==> config.mk <==
export PLATFORM = sky130hd
export DESIGN_NAME = keyboard_ascii_source_flat
export DESIGN_NICKNAME = d
export VERILOG_FILES = /design/src/rtl/keyboard_ascii_source_if.sv /design/src/rtl/keyboard_ascii_source.sv /design/src/flat_wrapper.sv
export SDC_FILE = /design/constraint.sdc
export NUM_CORES = 1
export LEC_CHECK = 0
export ABC_AREA = 1
export CORE_ASPECT_RATIO = 0.8
export CORE_UTILIZATION = 30
export DETAILED_ROUTE_END_ITERATION = 6
export GPL_TIMING_DRIVEN = 0
export PLACE_DENSITY_LB_ADDON = 0.05
export REMOVE_ABC_BUFFERS = 1
export SLEW_MARGIN = 10
export SYNTH_ARGS = -nofsm -noshare
export SYNTH_HDL_FRONTEND = slang
export SYNTH_SLANG_ARGS = --single-unit
==> constraint.sdc <==
create_clock -name clk -period 4.25 [get_ports clk]
set_clock_uncertainty 0.15 [all_clocks]
set_input_delay 1.0625 -clock clk [delete_from_list [all_inputs] [get_ports clk]]
set_output_delay 1.0625 -clock clk [all_outputs]
set_load 0.005 [all_outputs]
==> src/rtl/keyboard_ascii_source_if.sv <==
// Bundles the PS/2 input lines and the decoded-character outputs.
// The decoder uses the master modport; the keyboard/consumer side uses slave.
interface keyboard_ascii_source_if;
    logic       ps2_clk;
    logic       ps2_data;
    logic [7:0] ascii;
    logic       write_enable;
    logic       frame_error;

    modport master (
        input  ps2_clk,
        input  ps2_data,
        output ascii,
        output write_enable,
        output frame_error
    );

    modport slave (
        output ps2_clk,
        output ps2_data,
        input  ascii,
        input  write_enable,
        input  frame_error
    );
endinterface

==> src/rtl/keyboard_ascii_source.sv <==
// PS/2 keyboard receiver: synchronize, deglitch ps2_clk, deframe 11-bit frames,
// then decode Set 2 scan codes (shift/break/extended) into ASCII write strobes.
module keyboard_ascii_source #(
    parameter int FILT_LEN    = 8,
    parameter int TIMEOUT_CYC = 100000
) (
    input  logic                           clk,
    input  logic                           rst,
    keyboard_ascii_source_if.master        bus
);

    localparam int FW = $clog2(FILT_LEN + 1);
    localparam int TW = $clog2(TIMEOUT_CYC + 1);

    typedef enum logic [1:0] {IDLE, DATA, PARITY, STOP} state_t;

    logic [1:0]    clk_sync, data_sync;
    logic          clk_s, data_s;
    logic          clk_filt, filt_flip, fall;
    logic [FW-1:0] filt_cnt;

    // NOTE: synchronizers reset to 1 so an idle (high) bus never fakes an edge.
    always_ff @(posedge clk or posedge rst) begin
        if (rst) begin
            clk_sync  <= 2'b11;
            data_sync <= 2'b11;
        end else begin
            clk_sync  <= {clk_sync[0], bus.ps2_clk};
            data_sync <= {data_sync[0], bus.ps2_data};
        end
    end

    assign clk_s     = clk_sync[1];
    assign data_s    = data_sync[1];
    assign filt_flip = (clk_s != clk_filt) && (filt_cnt == FW'(FILT_LEN - 1));
    assign fall      = filt_flip && clk_filt;

    always_ff @(posedge clk or posedge rst) begin
        if (rst) begin
            clk_filt <= 1'b1;
            filt_cnt <= '0;
        end else if (clk_s == clk_filt) begin
            filt_cnt <= '0;
        end else if (filt_flip) begin
            clk_filt <= clk_s;
            filt_cnt <= '0;
        end else begin
            filt_cnt <= filt_cnt + FW'(1);
        end
    end

    state_t        state_q, state_d;
    logic [2:0]    bit_cnt_q, bit_cnt_d;
    logic [7:0]    shreg_q, shreg_d;
    logic          par_ok_q, par_ok_d;
    logic [TW-1:0] tmo_cnt;
    logic          timeout_hit, byte_stb_d, err_d;

    assign timeout_hit = (state_q != IDLE) && !fall && (tmo_cnt == TW'(TIMEOUT_CYC - 1));

    // NOTE: every output of this block gets a default first, so no latch is inferred.
    always_comb begin
        state_d    = state_q;
        bit_cnt_d  = bit_cnt_q;
        shreg_d    = shreg_q;
        par_ok_d   = par_ok_q;
        byte_stb_d = 1'b0;
        err_d      = 1'b0;
        if (timeout_hit) begin
            state_d = IDLE;
            err_d   = 1'b1;
        end else if (fall) begin
            unique case (state_q)
                IDLE: if (!data_s) begin
                    state_d   = DATA;
                    bit_cnt_d = 3'd0;
                end
                DATA: begin
                    shreg_d   = {data_s, shreg_q[7:1]};
                    bit_cnt_d = bit_cnt_q + 3'd1;
                    if (bit_cnt_q == 3'd7) state_d = PARITY;
                end
                PARITY: begin
                    par_ok_d = ^{shreg_q, data_s};
                    state_d  = STOP;
                end
                STOP: begin
                    if (data_s && par_ok_q) byte_stb_d = 1'b1;
                    else                    err_d      = 1'b1;
                    state_d = IDLE;
                end
                default: state_d = IDLE;
            endcase
        end
    end

    logic       byte_stb_q;
    logic [7:0] byte_q;

    always_ff @(posedge clk or posedge rst) begin
        if (rst) begin
            state_q         <= IDLE;
            bit_cnt_q       <= '0;
            shreg_q         <= '0;
            par_ok_q        <= 1'b0;
            tmo_cnt         <= '0;
            byte_stb_q      <= 1'b0;
            byte_q          <= '0;
            bus.frame_error <= 1'b0;
        end else begin
            state_q         <= state_d;
            bit_cnt_q       <= bit_cnt_d;
            shreg_q         <= shreg_d;
            par_ok_q        <= par_ok_d;
            tmo_cnt         <= (state_q == IDLE || fall) ? '0 : tmo_cnt + TW'(1);
            byte_stb_q      <= byte_stb_d;
            if (byte_stb_d) byte_q <= shreg_q;
            bus.frame_error <= err_d;
        end
    end

    // Returns {mapped, ascii} for a Set 2 make code (lowercase letters).
    function automatic logic [8:0] map_code(input logic [7:0] code);
        logic [7:0] a;
        a = 8'h00;
        unique case (code)
            8'h1C: a = "a";  8'h32: a = "b";  8'h21: a = "c";  8'h23: a = "d";
            8'h24: a = "e";  8'h2B: a = "f";  8'h34: a = "g";  8'h33: a = "h";
            8'h43: a = "i";  8'h3B: a = "j";  8'h42: a = "k";  8'h4B: a = "l";
            8'h3A: a = "m";  8'h31: a = "n";  8'h44: a = "o";  8'h4D: a = "p";
            8'h15: a = "q";  8'h2D: a = "r";  8'h1B: a = "s";  8'h2C: a = "t";
            8'h3C: a = "u";  8'h2A: a = "v";  8'h1D: a = "w";  8'h22: a = "x";
            8'h35: a = "y";  8'h1A: a = "z";
            8'h45: a = "0";  8'h16: a = "1";  8'h1E: a = "2";  8'h26: a = "3";
            8'h25: a = "4";  8'h2E: a = "5";  8'h36: a = "6";  8'h3D: a = "7";
            8'h3E: a = "8";  8'h46: a = "9";
            8'h29: a = 8'h20; 8'h5A: a = 8'h0D; 8'h66: a = 8'h08;
            default: a = 8'h00;
        endcase
        return {a != 8'h00, a};
    endfunction

    logic       shift_f, break_f, ext_f;
    logic [8:0] mapped;
    logic       is_shift, is_letter;

    assign mapped    = map_code(byte_q);
    assign is_shift  = (byte_q == 8'h12) || (byte_q == 8'h59);
    assign is_letter = (mapped[7:0] >= 8'h61) && (mapped[7:0] <= 8'h7A);

    always_ff @(posedge clk or posedge rst) begin
        if (rst) begin
            shift_f          <= 1'b0;
            break_f          <= 1'b0;
            ext_f            <= 1'b0;
            bus.ascii        <= 8'h00;
            bus.write_enable <= 1'b0;
        end else begin
            bus.write_enable <= 1'b0;
            if (byte_stb_q) begin
                if (byte_q == 8'hF0) begin
                    break_f <= 1'b1;
                end else if (byte_q == 8'hE0) begin
                    ext_f <= 1'b1;
                end else if (ext_f) begin
                    ext_f   <= 1'b0;
                    break_f <= 1'b0;
                end else if (break_f) begin
                    if (is_shift) shift_f <= 1'b0;
                    break_f <= 1'b0;
                end else if (is_shift) begin
                    shift_f <= 1'b1;
                end else if (mapped[8]) begin
                    bus.ascii        <= (shift_f && is_letter) ? mapped[7:0] - 8'h20 : mapped[7:0];
                    bus.write_enable <= 1'b1;
                end
            end
        end
    end

endmodule

==> src/flat_wrapper.sv <==
// flat-port wrapper written by rule: the top's interface ports become plain ports
module keyboard_ascii_source_flat 
#(
    parameter int FILT_LEN    = 8,
    parameter int TIMEOUT_CYC = 100000
)
  (clk, rst, bus_ps2_clk, bus_ps2_data, bus_ascii, bus_write_enable, bus_frame_error);
  keyboard_ascii_source_if bus_i ();
  input  logic clk;
  input  logic rst;
  input wire logic [$bits(bus_i.ps2_clk)-1:0] bus_ps2_clk;
  input wire logic [$bits(bus_i.ps2_data)-1:0] bus_ps2_data;
  output wire logic [$bits(bus_i.ascii)-1:0] bus_ascii;
  output wire logic [$bits(bus_i.write_enable)-1:0] bus_write_enable;
  output wire logic [$bits(bus_i.frame_error)-1:0] bus_frame_error;
  assign bus_i.ps2_clk = bus_ps2_clk;
  assign bus_i.ps2_data = bus_ps2_data;
  assign bus_ascii = bus_i.ascii;
  assign bus_write_enable = bus_i.write_enable;
  assign bus_frame_error = bus_i.frame_error;
  keyboard_ascii_source #(.FILT_LEN(FILT_LEN), .TIMEOUT_CYC(TIMEOUT_CYC)) u_core (.clk(clk), .rst(rst), .bus(bus_i));
endmodule
==> flow_metrics.env, run 1 <==
export IMPL_synth_common_cells="144 x nand2_1, 57 x dfrtp_1, 47 x nor2_1"
export IMPL_cts_resized=0
export IMPL_reg2reg_to="u_core.state_q[0]"
export IMPL_antenna_found_initial=0
export IMPL_critPathLaunchType="flip-flop"
export IMPL_grt_overflow=0
export IMPL_drive_gt1_share_pct=9.766
export IMPL_power_leakage_uw=0.001960
export IMPL_clkSinkCount=62
export IMPL_seqPwrFrac_pct=46.9
export IMPL_crit_type="flip-flop to flip-flop"
export IMPL_endpoint="u_core.state_q[0]"
export IMPL_swShare_pct=22.04
export IMPL_numCtsBuffers=9
export IMPL_netlist_top_cell_by_area="dfrtp_1"
export IMPL_path_buf_inv=0
export IMPL_p_sw_uw=293.9
export IMPL_max_slew_margin_rel_pct=49.94
export IMPL_wl_um=8199
export IMPL_hold_viol=0
export IMPL_hold_buffers=0
export IMPL_portBuffers=13
export IMPL_yosys_warnings=0
export IMPL_powerDensity_nw_per_um2=316.3
export IMPL_yosysMostFrequentCell="nand2_1"
export IMPL_drv_cap=0
export IMPL_seq_area_um2=1558
export IMPL_cp_depth=10
export IMPL_clk_latency_ns=0.32
export IMPL_ant_nets=0
export IMPL_rows=35
export IMPL_synth_top_area_share_pct=38.93
export IMPL_critPathArrivalTime_ns=2.82
export IMPL_start_util_pct=31.33
export IMPL_antenna_cells=0
export IMPL_crit_fanout=11
export IMPL_syn_avg_cell_area_um2=7.446
export IMPL_async_flop_share_pct=100.0
export IMPL_fin_crit_sh_pct=64.33
export IMPL_nets=527
export IMPL_rsz0062_at_grt="no"
export IMPL_grt_pass1_wl_um=14210
export IMPL_tns_ns=0
export IMPL_finalSetupViolations=0
export IMPL_grt_max_degree=41
export IMPL_drcViolationCount=2
export IMPL_reg2reg_slack_ns=1.52
export IMPL_period_minus_slack_ns=2.734
export IMPL_tightest_slew_ns=0.7509
export IMPL_cp_startpoint="u_core.filt_cnt[0]"
export IMPL_seq_area_frac_synth_pct=42.52
export IMPL_post_route_util_pct=36.05
export IMPL_dp_hpwl_um=6061
export IMPL_ios=14
export IMPL_path_delay_family="simple AND/OR/NAND/NOR gates"
export IMPL_peakVddDrop_mv=0.1905
export IMPL_rr_worst_depth=10
export IMPL_stdcell_area_um2=4215
export IMPL_dieArea_um2=12660
export IMPL_num_fill_cells=1232
export IMPL_status="finished with violations"
export IMPL_combPwrFrac_pct=3.9
export IMPL_h_tree_depth=3
export IMPL_vias=3069
export IMPL_grt_usage_pct=14.28
export IMPL_p_clk_share_pct=49.2
export IMPL_worst_hold_slack_ns=0.2038
export IMPL_required_ns=4.33
export IMPL_pre_cts_slack_ns=1.493
export IMPL_endpoint_kind="flip-flop"
export IMPL_synth_seq_cells=62
export IMPL_drtIter0Drc=178
export IMPL_syn2layout_area_growth_pct=15.06
export IMPL_r2r_start="u_core.filt_cnt[0]"
export IMPL_max_stage_delay_ns=0.54
export IMPL_die_width_um=125.6
export IMPL_grt_pass1_vias=2920
export IMPL_place_area_um2=3946
export IMPL_cts_tree="done"
export IMPL_cp_cell_sequence="ha_1, nand2_1, nor2_1, nand2_1, nor2_2, nor2_1, nand3b_1, a21boi_0, o211ai_1, o21ai_0"
export IMPL_setup_ws_ns=1.516
export IMPL_slowest_stage="nor2_1"
export IMPL_ys_flop_type="dfrtp_1"
export IMPL_fmax_ghz=0.3658
export IMPL_synth_cells=492
export IMPL_clkSlewWorstSetupHoldPaths_ns=0.05
export IMPL_cts_buffer_depth=2
export IMPL_coreArea_um2=11690
export IMPL_vias_per_cell=4.650
export IMPL_holdCritPathClass="flip-flop to flip-flop"
export IMPL_internal_power_uw=1039
export IMPL_firstDrtPassIters=7
export IMPL_die_y_um=100.8
export IMPL_wl_per_cell_um=12.42
export IMPL_cts_setup_buffers=0
export IMPL_maxSlewViolCount=0
export IMPL_synth_area_leaders="dfrtp_1 39%, nand2_1 15%, nand3_1 5.6%"
export IMPL_synth_cell_area_um2=3664
export IMPL_netlist_cell_type_count=37
export IMPL_gp_congestion=0.8363
export IMPL_failed_checks="DRC"
export IMPL_cts_root_buf="clkbuf_16"
export IMPL_multiInputGateArea_um2=1841
export IMPL_synth_edf_count=0
-- stage by stage --
stage	cells	total power, µW
after detailed placement	644	689.6
after global placement	643	685.7
final	660	1333
after CTS	660	1366
after global routing	660	1398
after floorplan	482	670.0
-- worst min-delay path by stage --
stage,startpoint,to,slack [ns],cells after the start
after floorplan,u_core.clk_sync[0],u_core.clk_sync[1],0.20,0
after CTS,u_core.data_sync[0],u_core.data_sync[1],0.21,0
after global placement,u_core.data_sync[0],u_core.data_sync[1],0.20,0
final,u_core.data_sync[0],u_core.data_sync[1],0.20,0
after global routing,u_core.data_sync[0],u_core.data_sync[1],0.21,0
after detailed placement,u_core.data_sync[0],u_core.data_sync[1],0.20,0
-- power by group through the flow --
stage | combinational, µW | sequential [µW] | clock, µW
after floorplan | 37.9 | 632 | 0
after global placement | 50.8 | 635 | 0
after detailed placement | 54.2 | 635 | 0
after CTS | 54.9 | 625 | 686
after global routing | 63.5 | 627 | 708
final | 51.9 | 625 | 656
-- logic make-up (layout without fill, tap and decap cells) --
family	count (synthesis)	after routing	synth area share, %
AOI/OAI and AO/OA	66	66	9.461
xor gates and xnor gates	10	10	2.391
adders and majority gates	16	16	5.464
buffers and inverters	64	84	7.240
DFF	62	62	42.52
muxes	2	2	0.6147
and+or+nand+nor	272	272	32.31
-- final cells by class --
cell class | count | share of cell area (%)
clock buffer | 12 | 5.847
clock inverter | 4 | 0.5343
inverter | 54 | 4.868
multi-input combinational | 366 | 43.66
sequential | 62 | 36.95
tap | 148 | 4.393
timing repair buffer | 14 | 3.740
-- per-layer routing --
layer  up-vias  track usage (%)  part of all wire (%)
met3         6            3.875                   3.0
met1      1393            20.43                    55
li1       1622                -                     -
met4         0            4.221                  0.72
met2        48            20.90                    41
met5         -                0                     0
-- layout by cell type, fill, tap and decap left out, types with 2 or more instances in the layout --
master,instances
inv_1,42
a21oi_1,17
mux2_2,2
nor2_1,47
clkinv_2,3
nor3_1,10
clkdlybuf4s50_1,13
nand4_1,7
dfrtp_1,57
clkbuf_16,9
nand2_1,144
xor2_1,4
ha_1,16
nor2_2,6
xnor2_1,6
nor4_1,2
nand3b_1,2
nand3_1,41
nand2_2,5
nand3_2,2
inv_2,11
o21ai_1,8
o21ai_0,34
clkbuf_1,2
o21a_1,2
dfstp_2,5
-- registers in the layout (all words and copies together), names as in the netlist, 2 cells and up --
signal / count
u_core.shreg_q: 8
u_core.bit_cnt_q: 3
u_core.clk_sync: 2
u_core.byte_q: 8
u_core.filt_cnt: 4
u_core.bus.ascii: 8
u_core.tmo_cnt: 17
u_core.state_q: 2
u_core.data_sync: 2
Note: power is estimated with default switching activity, not from simulation.
==> inputs of run 2 (changes only) <==
clock period = 2.8 ns   (was 4.25 ns; I/O delays follow)
==> run 2 against run 1 <==
Against the previous run: the flow still finishes with violations (DRC); sequential power increased by 52%; largest power group unchanged; non-clock buffer count increased by 1; worst hold slack about the same; core utilization increased by 0.12 points; first-iteration DRC count increased by 13%; critical endpoint unchanged; critical path depth unchanged; worst setup slack got worse by 1.2 ns; cell count increased by 0.15%; sequential share of layout area about the same; highest routed layer unchanged.
==> flow_metrics.env, run 2 (synthesis gave the netlist of run 1 again) <==
export IMPL_critPathLaunchType="flip-flop"
export IMPL_dp_hpwl_um=6061
export IMPL_vias_per_cell=4.667
export IMPL_die_width_um=125.6
export IMPL_top_register="u_core.tmo_cnt"
export IMPL_grt_overflow=0
export IMPL_holdCritPathClass="flip-flop to flip-flop"
export IMPL_fin_crit_sh_pct=88.51
export IMPL_grt_max_degree=41
export IMPL_p_sw_uw=444.8
export IMPL_critPathArrivalTime_ns=2.56
export IMPL_antenna_found_initial=0
export IMPL_clkSlewWorstSetupHoldPaths_ns=0.05
export IMPL_ios=14
export IMPL_slowest_stage="a21boi_0"
export IMPL_drv_cap=0
export IMPL_cts_buffer_depth=2
export IMPL_nets=528
export IMPL_rows=35
export IMPL_combPwrFrac_pct=3.9
export IMPL_seq_area_um2=1562
export IMPL_ant_nets=0
export IMPL_wl_um=8214
export IMPL_gp_congestion=0.8363
export IMPL_required_ns=2.88
export IMPL_clkSinkCount=62
export IMPL_numCtsBuffers=9
export IMPL_grt_pass1_vias=2920
export IMPL_path_delay_family="simple AND/OR/NAND/NOR gates"
export IMPL_power_leakage_uw=0.001959
export IMPL_max_stage_delay_ns=0.43
export IMPL_hold_viol=0
export IMPL_grt_pass1_wl_um=14210
export IMPL_cts_root_buf="clkbuf_16"
export IMPL_swShare_pct=21.99
export IMPL_worst_hold_slack_ns=0.2038
export IMPL_crit_fanout=11
export IMPL_firstDrtPassIters=7
export IMPL_rsz0062_at_grt="no"
export IMPL_cts_tree="done"
export IMPL_grt_usage_pct=14.28
export IMPL_portBuffers=13
export IMPL_antenna_cells=0
export IMPL_start_util_pct=31.33
export IMPL_die_y_um=100.8
export IMPL_finalSetupViolations=0
export IMPL_final_cell_mix="144 x nand2_1, 54 x dfrtp_1, 46 x nor2_1, 42 x inv_1, 41 x nand3_1"
export IMPL_crit_type="flip-flop to flip-flop"
export IMPL_max_slew_margin_rel_pct=60.03
export IMPL_p_clk_share_pct=49.2
export IMPL_seqPwrFrac_pct=46.9
export IMPL_tightest_slew_ns=0.5988
export IMPL_wl_per_cell_um=12.43
export IMPL_multiInputGateArea_um2=1843
export IMPL_hold_buffers=0
export IMPL_drtIter0Drc=201
export IMPL_peakVddDrop_mv=0.2891
export IMPL_status="finished with violations"
export IMPL_coreArea_um2=11690
export IMPL_maxSlewViolCount=0
export IMPL_period_minus_slack_ns=2.478
export IMPL_drive_gt1_share_pct=10.72
export IMPL_post_route_util_pct=36.17
export IMPL_tns_ns=0
export IMPL_syn2layout_area_growth_pct=15.44
export IMPL_h_tree_depth=3
export IMPL_internal_power_uw=1578
export IMPL_clk_latency_ns=0.32
export IMPL_failed_checks="DRC"
export IMPL_fmax_ghz=0.4035
export IMPL_cp_cell_sequence="ha_1, nand2_1, nor2_1, nand2_1, nor2_2, nor2_2, nand3b_1, a21boi_0, o211ai_1, o21ai_0"
export IMPL_endpoint_kind="flip-flop"
export IMPL_num_fill_cells=1235
export IMPL_path_buf_inv=0
export IMPL_largest_register_ffs=17
export IMPL_powerDensity_nw_per_um2=478.2
export IMPL_vias=3085
export IMPL_final_common_cell="nand2_1"
export IMPL_dieArea_um2=12660
export IMPL_drcViolationCount=2
==> run 2: changes by cell type in the layout (fill, tap and decap cells not counted), sizes merged <==
cell | before | now
buf | 1 | 2
==> run 2: area by class of cell <==
type,instances,share of cell area (%)
repair buffers,15,3.905
inverters,54,4.852
well taps,148,4.379
clock buffers,12,5.828
flip-flops and latches,62,36.92
clock inverters,4,0.5325
multi-input cells,366,43.58
==> run 2: stage by stage <==
stage                     cell area [µm²]  power [µW]  cells  worst slack, ns
after floorplan                      3601        1017    482           0.4169
after global placement               3916        1041    643          -0.8984
after detailed placement             3946        1047    644          0.04307
after CTS                            4215        2073    660          0.01505
after global routing                 4229        2123    661          0.02131
final                                4229        2022    661           0.3217
==> run 2: path summary, 6_finish.rpt <==
kind / start / endpoint / slack (ns) / cells after the start
min: u_core.data_sync[0] / u_core.data_sync[1] / 0.20 / 0
max reg2reg: u_core.filt_cnt[0] / u_core.state_q[0] / 0.32 / 10
max: u_core.filt_cnt[0] / u_core.state_q[0] / 0.32 / 10
min reg2reg: u_core.data_sync[0] / u_core.data_sync[1] / 0.20 / 0
min in group asynchronous: rst / u_core.tmo_cnt[1] / 0.54 / 2
max in group asynchronous: rst / u_core.data_sync[1] / 1.40 / 3
==> run 2: routing by layer <==
metal	track usage, %	wire length (µm)	up-vias
met3	3.875	268	6
li1	-	-	1624
met4	4.221	59	0
met2	20.90	3397	53
met5	0	0	-
met1	20.43	4489	1402
==> run 2: power groups by stage <==
stage	Sequential, µW	Combinational [µW]	Clock [µW]
2_1_floorplan	959	57.6	0
3_3_place_gp	964	77.1	0
3_5_place_dp	964	82.3	0
4_1_cts	949	83.3	1040
5_1_grt	951	96.4	1070
6_report	948	79.0	995
==> run 2: timing repair <==
item                       CTS  global route
setup endpoints to repair    0            14
gates resized for setup      0             4
buffers inserted             0             1
==> inputs of run 3 (changes only) <==
CTS_CLUSTER_SIZE = 25   (was default)
==> results of run 3 <==
Same layout as run 2: the final DEF is identical, and so are final timing and power.
